**src/rtl/fifo512x8_pkg.sv**
```systemverilog
// Shared sizing constants and a pointer helper for the 512x8 byte FIFO.
package fifo512x8_pkg;

    localparam int DEPTH = 512;   // bytes of storage
    localparam int AW    = 9;     // RAM address / pointer width
    localparam int DW    = 8;     // data width
    localparam int CW    = 10;    // occupancy counter width (0..512)

    // Pointers are exactly AW bits wide, so the increment wraps 511 -> 0 on its own.
    function automatic logic [AW-1:0] ptr_inc(input logic [AW-1:0] p);
        return p + 1'b1;
    endfunction

endpackage

```
**src/rtl/SB_RAM512x8.sv**
```systemverilog
// Behavioural model of the 512x8 block RAM wrapper: registered read, masked write.
module SB_RAM512x8
    import fifo512x8_pkg::*;
(
    output logic [DW-1:0] RDATA,
    input  logic [AW-1:0] RADDR,
    input  logic          RCLK,
    input  logic          RCLKE,
    input  logic          RE,
    input  logic [AW-1:0] WADDR,
    input  logic          WCLK,
    input  logic          WCLKE,
    input  logic [DW-1:0] WDATA,
    input  logic          WE,
    input  logic [DW-1:0] MASK
);

    logic [DW-1:0] mem [DEPTH];
    logic [DW-1:0] rdata_q;

    // Write port: a set MASK bit keeps the stored bit.
    always_ff @(posedge WCLK) begin
        if (WCLKE && WE) begin
            mem[WADDR] <= (WDATA & ~MASK) | (mem[WADDR] & MASK);
        end
    end

    // Read port: output register only loads on a read, otherwise it holds.
    always_ff @(posedge RCLK) begin
        if (RCLKE && RE) begin
            rdata_q <= mem[RADDR];
        end
    end

    assign RDATA = rdata_q;

endmodule

```
**src/rtl/fifo512x8.sv**
```systemverilog
// 512-deep byte FIFO around a single block RAM, with registered status flags
// and sticky overflow/underflow error bits.
module fifo512x8
    import fifo512x8_pkg::*;
#(
    parameter int AFULL_LEVEL  = 448,
    parameter int AEMPTY_LEVEL = 64
) (
    input  logic          clk,
    input  logic          reset,
    input  logic          wr_en,
    input  logic [DW-1:0] wr_data,
    input  logic          rd_en,
    output logic [DW-1:0] rd_data,
    output logic          rd_valid,
    output logic          full,
    output logic          empty,
    output logic          almost_full,
    output logic          almost_empty,
    output logic [CW-1:0] count,
    output logic          overflow,
    output logic          underflow
);

    localparam logic [CW-1:0] AFULL_LV  = CW'(AFULL_LEVEL);
    localparam logic [CW-1:0] AEMPTY_LV = CW'(AEMPTY_LEVEL);
    localparam logic [CW-1:0] DEPTH_LV  = CW'(DEPTH);

    logic [AW-1:0] wptr_q, wptr_d;
    logic [AW-1:0] rptr_q, rptr_d;
    logic [CW-1:0] count_q, count_d;
    logic          full_q, full_d;
    logic          empty_q, empty_d;
    logic          afull_q, afull_d;
    logic          aempty_q, aempty_d;
    logic          overflow_q, overflow_d;
    logic          underflow_q, underflow_d;
    logic          rd_valid_q, rd_valid_d;
    // Set once the RAM output register holds a genuinely popped byte; until
    // then rd_data is forced to zero so stale RAM output never leaks out.
    logic          data_seen_q, data_seen_d;

    logic          push;
    logic          pop;
    logic [DW-1:0] ram_rdata;

    // Accept decisions use the flags registered at the start of the cycle;
    // reset blocks both so the RAM is neither written nor read.
    always_comb begin
        push = wr_en & ~full_q  & ~reset;
        pop  = rd_en & ~empty_q & ~reset;
    end

    // Next-state for pointers, occupancy, flags and error bits.
    always_comb begin
        wptr_d      = push ? ptr_inc(wptr_q) : wptr_q;
        rptr_d      = pop  ? ptr_inc(rptr_q) : rptr_q;
        count_d     = count_q;
        if (push && !pop) begin
            count_d = count_q + CW'(1);
        end else if (pop && !push) begin
            count_d = count_q - CW'(1);
        end
        full_d      = (count_d == DEPTH_LV);
        empty_d     = (count_d == '0);
        afull_d     = (count_d >= AFULL_LV);
        aempty_d    = (count_d <= AEMPTY_LV);
        overflow_d  = overflow_q  | (wr_en & full_q);
        underflow_d = underflow_q | (rd_en & empty_q);
        rd_valid_d  = pop;
        data_seen_d = data_seen_q | pop;
    end

    // State registers with synchronous reset.
    always_ff @(posedge clk) begin
        if (reset) begin
            wptr_q      <= '0;
            rptr_q      <= '0;
            count_q     <= '0;
            full_q      <= 1'b0;
            empty_q     <= 1'b1;
            afull_q     <= 1'b0;
            aempty_q    <= 1'b1;
            overflow_q  <= 1'b0;
            underflow_q <= 1'b0;
            rd_valid_q  <= 1'b0;
            data_seen_q <= 1'b0;
        end else begin
            wptr_q      <= wptr_d;
            rptr_q      <= rptr_d;
            count_q     <= count_d;
            full_q      <= full_d;
            empty_q     <= empty_d;
            afull_q     <= afull_d;
            aempty_q    <= aempty_d;
            overflow_q  <= overflow_d;
            underflow_q <= underflow_d;
            rd_valid_q  <= rd_valid_d;
            data_seen_q <= data_seen_d;
        end
    end

    // When push and pop are both accepted the FIFO holds 1..511 bytes, so
    // the two RAM addresses always differ and no bypass path is required.
    SB_RAM512x8 u_ram (
        .RDATA (ram_rdata),
        .RADDR (rptr_q),
        .RCLK  (clk),
        .RCLKE (1'b1),
        .RE    (pop),
        .WADDR (wptr_q),
        .WCLK  (clk),
        .WCLKE (1'b1),
        .WDATA (wr_data),
        .WE    (push),
        .MASK  ({DW{1'b0}})
    );

    // The RAM output register holds between pops, giving rd_data its hold behaviour.
    always_comb begin
        rd_data = data_seen_q ? ram_rdata : '0;
    end

    assign rd_valid     = rd_valid_q;
    assign full         = full_q;
    assign empty        = empty_q;
    assign almost_full  = afull_q;
    assign almost_empty = aempty_q;
    assign count        = count_q;
    assign overflow     = overflow_q;
    assign underflow    = underflow_q;

endmodule
```
**config.mk**
```make
export PLATFORM = sky130hd
export DESIGN_NAME = fifo512x8
export DESIGN_NICKNAME = d
export VERILOG_FILES = /design/src/rtl/fifo512x8_pkg.sv /design/src/rtl/SB_RAM512x8.sv /design/src/rtl/fifo512x8.sv
export SDC_FILE = /design/constraint.sdc
export NUM_CORES = 2
export LEC_CHECK = 0
export BUFFER_PORTS_ARGS = -buffer_cell sky130_fd_sc_hd__buf_2
export CELL_PAD_IN_SITES_DETAIL_PLACEMENT = 1
export CELL_PAD_IN_SITES_GLOBAL_PLACEMENT = 2
export CORE_ASPECT_RATIO = 1.4
export CORE_MARGIN = 2
export CORE_UTILIZATION = 30
export DETAILED_ROUTE_END_ITERATION = 7
export PLACE_DENSITY_LB_ADDON = 0.25
export SLEW_MARGIN = 5
export SYNTH_ARGS = -nofsm -noshare
export SYNTH_HDL_FRONTEND = slang
export SYNTH_SLANG_ARGS = --single-unit
```
**constraint.sdc**
```tcl
create_clock -name clk -period 2.9 [get_ports clk]
set_input_delay 0.29 -clock clk [delete_from_list [all_inputs] [get_ports clk]]
set_output_delay 0.29 -clock clk [all_outputs]
set_load 0.005 [all_outputs]
```
Word level (Yosys, flattened, before mapping). Memory sizes are Yosys's and may differ from the RTL's. A register that Yosys moved wholly into a read port is not among the register bits. Index checks and enable logic that the tools add are counted.

Reductions and logical operators: 5. Multiplexer cells: 5. Add/subtract/negate cells: 4. Bitwise gates (word level): 12. Equal/unequal tests: 1. Magnitude comparators: 2.

Operators with widths (count): two-way mux 10 bit (2); adder 9 x 1 -> 9 bit (second input constant) (2); adder 10 x 1 -> 10 bit (second input constant) (1); equality test 10 bit (second input constant) (1); >= comparator 10 x 9 -> 1 bit (second input constant) (1); <= comparator 10 x 7 -> 1 bit (second input constant) (1); logical NOT 10 bit (1); subtractor 10 x 1 -> 10 bit (second input constant) (1); two-way mux 8 bit (1); AND 1 bit (6); inverter 1 bit (3); OR 1 bit (3); logical AND 1 bit (2); logical NOT 1 bit (2); two-way mux 1 bit (2).

Output and inout bits: 25. Memories: 1. Bits in registers: 36. Logic and storage cells: 41. RAM bits: 4096. Input bits: 12.

Memory list: u_ram.mem (depth 512, width 8, rd ports 1, clocked after memory_dff 1, wr ports 1, line SB_RAM512x8.sv:18) `logic [DW-1:0] mem [DEPTH];`.

Logic depth before layout (Yosys ltp).
Word-level depth: 8. Mapped depth: 14. Gate-level depth less buffers: 8.

Modules after synthesis. A second synthesis with hierarchy kept.

Cell total of the unflattened synthesis: 10822. Area, all modules: 194347.6 µm².

Modules (own cells, without submodules): SB_RAM512x8 (sequential area each 123238.2 µm², cells each 10597, times used 1, area each 192438.3 µm²); fifo512x8 (sequential area each 720.7 µm², cells each 225, times used 1, area each 1909.3 µm²).

Least setup slack after synthesis. OpenSTA, ideal clock, no wires.

Path kind: register to register. Start point: reg rptr_q[0]. End point: reg u_ram.rdata_q[2] (netlist: u_ram.RDATA[2]), read port of u_ram.mem, data pin. Setup time: 0.283 ns. Cell stages (with the launch flop): 12. Path buffers: 6. Data arrival time: 2.629 ns. Clock period less this slack: 2.911 ns. Required time: 2.617 ns. Setup slack: -0.011 ns. Cells stage by stage: dfxtp_1 > buf_6 > buf_12 > buf_12 > buf_8 > buf_6 > buf_2 > mux4_2 > a221oi_1 > o21ai_0 > a221oi_1 > a41oi_1.

RTL lines: from (decl) (line fifo512x8.sv:30) `logic [AW-1:0] rptr_q, rptr_d;`; from (signal assigned) (line fifo512x8.sv:90) `rptr_q <= rptr_d;`; to (decl) (line SB_RAM512x8.sv:19) `logic [DW-1:0] rdata_q;`.

==> results summary <==
The unique cell type count in the Yosys netlist is between 70 and 80. The top cell types in the final layout, fill and taps aside, are sky130_fd_sc_hd__edfxtp_1, sky130_fd_sc_hd__buf_4, sky130_fd_sc_hd__mux4_2. The number of buffers created by CTS is about 400.

In this run the worst setup path terminates at u_ram.RDATA[3]. The number of buffer and inverter instances along the worst setup path came out at 5. The per-instance average area after synthesis is between 20 and 25 um2. The number of H-tree branching levels came out at 5. The endpoint type of the worst setup path is a flop. The global route total overflow came out at 0. Grouping stages by cell kind, the critical path spends the most delay in multiplexers. Of the total synthesized cell area, the portion taken by XOR and XNOR cells is 0.00114. Sorting the synthesized cells by area gives the leading types as sky130_fd_sc_hd__edfxtp_1, sky130_fd_sc_hd__mux4_2, sky130_fd_sc_hd__mux2i_1. The share of final-layout standard cells stronger than drive strength 1 is 0.363. The fraction of power spent switching nets is 0.233. The fraction of the mapped netlist area in simple logic gates is 0.0289. The number of violations reported at the end of detailed-routing iteration 0 came out at around 8200. At the worst endpoint, the required time is 3610 ps. Headroom to the max-slew limit came out at 0.184. The boundary pin count came out at 37. The reported net switching power came out at 31.4 mW. The static leakage came out at between 60 and 70 nW. The DRC violations left came out at 0.

The global routing usage on met1 is 0.252. The met3 usage is 0.0274. The critical path starts at rptr_q[0]. The checks that failed: negative setup slack. The floorplan step defined a die boundary enclosing approximately 540000 um2.

The share of flip-flops with an asynchronous set or reset after synthesis is 0. Among all stages on the critical path, the largest delay is contributed by sky130_fd_sc_hd__mux4_2. Detailed placement finished with a half-perimeter wire length of between 300 and 400 mm. The number of nets with antenna violations after detailed routing is 0. The commonest non-fill, non-tap cell in the layout is sky130_fd_sc_hd__edfxtp_1. Setup slack on the worst reg-to-reg path comes out at -600 ps. In this design, the stage delay of the slowest critical-path cell is 570 ps. The smallest setup slack after layout is -601 ps. The transition time at the pin with the least slew margin came out at 1220 ps. The post-CTS clock slew at the launch and capture registers of the worst setup and hold paths came out at about 60 ps. At the end of routability-driven placement, the weighted congestion stood at approximately 0.87. The maximum number of pins on one net before global-route repair came out at approximately 120. The worst setup path is launched from a flop. The critical path is of the flop to flop type. The final setup violation count is 8. The latest clock arrival within the worst-skew pair came out at 980 ps. The power share of the clock group came out at 0.396. The initial core utilization came out at 0.301.

The number of stages on the worst setup path is 11. The cell internal power dissipation came out at 104 mW. The critical register-to-register path startpoint is rptr_q[0]. The data arrival time of the critical path came out at 4220 ps. The vertical die dimension came out at a little under 900 um. The post-synthesis compound-gate area fraction was 0.0282. The total of fill cells in the finished design is about 52000. Of the total synthesized cell area, the portion taken by full adders, half adders and majority gates is 0.000545. The part of the power in combinational logic came out at 0.115. Setup repair after global routing could not meet its margin everywhere. The x dimension of the die is ~620 um.

The synthesized flop and latch total is ~4100. The maximum number of buffers from clock root to sink came out at 4. The total area inside the core boundary comes to between 500000 and 600000 um2. The largest clock skew in the final design came out at 86.8 ps.

The sequential share of power came out at 0.489. The wire length of the first global-routing pass came out at 781 mm. In this run the power density over the cells is ~680 nW/um2.

The cell count after synthesis came out at about 7700. After synthesis, the largest family of logic cells by area is multiplexers. The share of the Yosys chip area taken by registers is 0.772. The initial antenna violation count came out at 33. The final cycle utilization of the critical path is 1.21. In the final layout, the multi-input gates occupy about 35000 um2.

The depth of the worst register-to-register path came out at 11. Among all flip-flop cells after synthesis, the most frequent one is sky130_fd_sc_hd__edfxtp_1. The net count of the finished layout came out at 9467. Input and output buffers added on the ports amount to 36.

The number of maximum-capacitance constraint violations came out at 0. In this run, synthesis inferred between 4000 and 5000 flip-flops with an integrated enable. Of all nets on the critical path, the largest fanout is 7. Registers take 124000 um2. The number of nets produced by synthesis came out at 7688.

The worst path in the final design needs a cycle of ~3500 ps, including I/O delays and setup. Of all cell types, the one taking the most synthesized area is sky130_fd_sc_hd__edfxtp_1. Clock tree synthesis selected as its root buffer the cell sky130_fd_sc_hd__clkbuf_16. The end of the worst register-to-register path is u_ram.RDATA[3]. The worst slack on hold paths came out at approximately 170 ps.

The most heavily used metal layer in global routing is met2. The routed layout has 86400 vias. The maximum vdd ir drop came out at roughly 460 uV. The min-delay analysis places its worst path in the category primary input to flop. The met2 global-route usage came out at 0.370.

The fraction of synthesized cell area taken by the top area cell type is 0.767. The synthesis-to-layout area growth came out at 23.6%. The flow ran to the end, but the final reports show violations. The fmax is around 290 MHz.

The ratio of routed vias to standard cells is 5.14. The overall routed net length is between 500 and 600 mm. The routed wire length per instance came out at 33.9 um. The number of endpoints with negative hold slack in the final report came to 0.

The overall global routing resource usage is 0.207. The signal on the critical path passes through buf_12 -> buf_16 -> buf_4 -> buf_12 -> buf_12 -> mux4_2 -> mux4_2 -> a22o_1 -> or4_4 -> a2111oi_4 -> a41oi_2. The synthesized netlist occupies a cell area of roughly 160000 um2.

The count of final max-slew check failures was 0. The initialized floorplan defines ~320 standard-cell rows. The via count of the first global-routing pass came out at 91900.

The share of synthesized area spent on multiplexers is 0.153. The most frequent cell on the critical path is sky130_fd_sc_hd__buf_12. The overall power of the completed layout came out at about 130 mW. During synthesis, Yosys emitted a total of 0 warnings.

The total iterations of the first detailed-routing run came out at 6. The clock sink count came out at just over 4000. The TritonCTS clock tree is done.
synth_stat cells, types with 17 or more instances:
master                     instances
sky130_fd_sc_hd__mux2i_1         333
sky130_fd_sc_hd__nor2_1          595
sky130_fd_sc_hd__a22o_1           26
sky130_fd_sc_hd__buf_2           132
sky130_fd_sc_hd__o22ai_1          78
sky130_fd_sc_hd__a22oi_1         137
sky130_fd_sc_hd__o21ai_0          59
sky130_fd_sc_hd__buf_4            73
sky130_fd_sc_hd__o221ai_1         42
sky130_fd_sc_hd__nand2_1         219
sky130_fd_sc_hd__a211oi_1         46
sky130_fd_sc_hd__o211ai_1         17
sky130_fd_sc_hd__buf_6            38
sky130_fd_sc_hd__mux4_2          934
sky130_fd_sc_hd__nor3_1           50
sky130_fd_sc_hd__a21oi_1         114
sky130_fd_sc_hd__clkbuf_1        204
sky130_fd_sc_hd__dfxtp_1          36
sky130_fd_sc_hd__a31oi_1          22
sky130_fd_sc_hd__and2_1           21
sky130_fd_sc_hd__nor2b_1          31
sky130_fd_sc_hd__buf_1            27
sky130_fd_sc_hd__nand3_1          46
sky130_fd_sc_hd__nand4_1          19
sky130_fd_sc_hd__a221oi_1         33
sky130_fd_sc_hd__edfxtp_1       4104
registers in the layout (all words and copies together), names as in the netlist, 8 cells and up:
signal and flops:
u_ram.mem 4096, wptr_q 9, rptr_q 9, count 10, u_ram.RDATA 8
metrics by stage:
stage	utilization	area, um2	setup WS, ps	std cells	setup TNS, ps
after floorplan	-	161000	3.84	7669	0
after global placement	0.343	183000	-1450	16000	-8990
after detailed placement	0.343	183000	-1420	16000	-9230
after CTS	0.371	198000	-584	16800	-4460
after global routing	0.371	199000	-641	16800	-4770
final	0.372	199000	-601	16800	-4410
worst reg2reg max path, stage by stage (launching register included):
cell,delay [ps]
sky130_fd_sc_hd__dfxtp_4,370
sky130_fd_sc_hd__buf_12,150
sky130_fd_sc_hd__buf_16,190
sky130_fd_sc_hd__buf_4,150
sky130_fd_sc_hd__buf_12,100
sky130_fd_sc_hd__buf_12,100
sky130_fd_sc_hd__mux4_2,480
sky130_fd_sc_hd__mux4_2,570
sky130_fd_sc_hd__a22o_1,270
sky130_fd_sc_hd__or4_4,500
sky130_fd_sc_hd__a2111oi_4,340
sky130_fd_sc_hd__a41oi_2,70
power by group through the flow:
stage	clock, mW	sequential (mW)	combinational (mW)
floorplan	0	67.1	8.12
global placement	0	67.2	14.3
detailed placement	0	67.2	14.5
CTS	54.5	65.9	15.6
global route	56.3	65.9	16.3
finish	53.4	65.9	15.6
worst min path at each step:
stage                     from               to  slack (ps)  cells after the start
floorplan           wr_data[0]  u_ram.mem[0][0]         390                      0
global placement      overflow         overflow         460                      2
detailed placement   underflow        underflow         480                      2
CTS                      reset         count[0]          70                      3
global route             reset         count[0]         150                      3
finish                   reset         count[0]         170                      3
logic make-up (layout without fill, tap and decap cells):
group,after synthesis,in the layout
mux,1279,1279
flops,4140,4140
fa+ha+maj,7,7
xor+xnor,21,21
simple gates,1074,1074
compound gates,653,653
buf+inv,495,2595
other cells,0,17
layer usage:
layer,vias up,part of all wire
li1,35400,-
met1,47700,0.39
met2,2556,0.52
met3,731,0.049
met4,10,0.044
met5,-,0.00014
what timing repair did:
item,in CTS,in global routing
pin swaps,35,16
hold buffers,11,0
gates cloned,7,0
gates resized for setup,187,47
buffers inserted,58,32
setup endpoints to repair,8,8
hold endpoints to repair,366,0
cell type report:
cell class,instances,share of cell area
Tap cell,7040,0.0444
Clock inverter,245,0.0137
Timing Repair Buffer,1861,0.0883
Inverter,15,0.000353
Multi-Input combinational cell,3034,0.177
Sequential cell,4140,0.625
Antenna cell,17,0.000214
Clock buffer,474,0.0520
(Power assumes the default switching activity.)
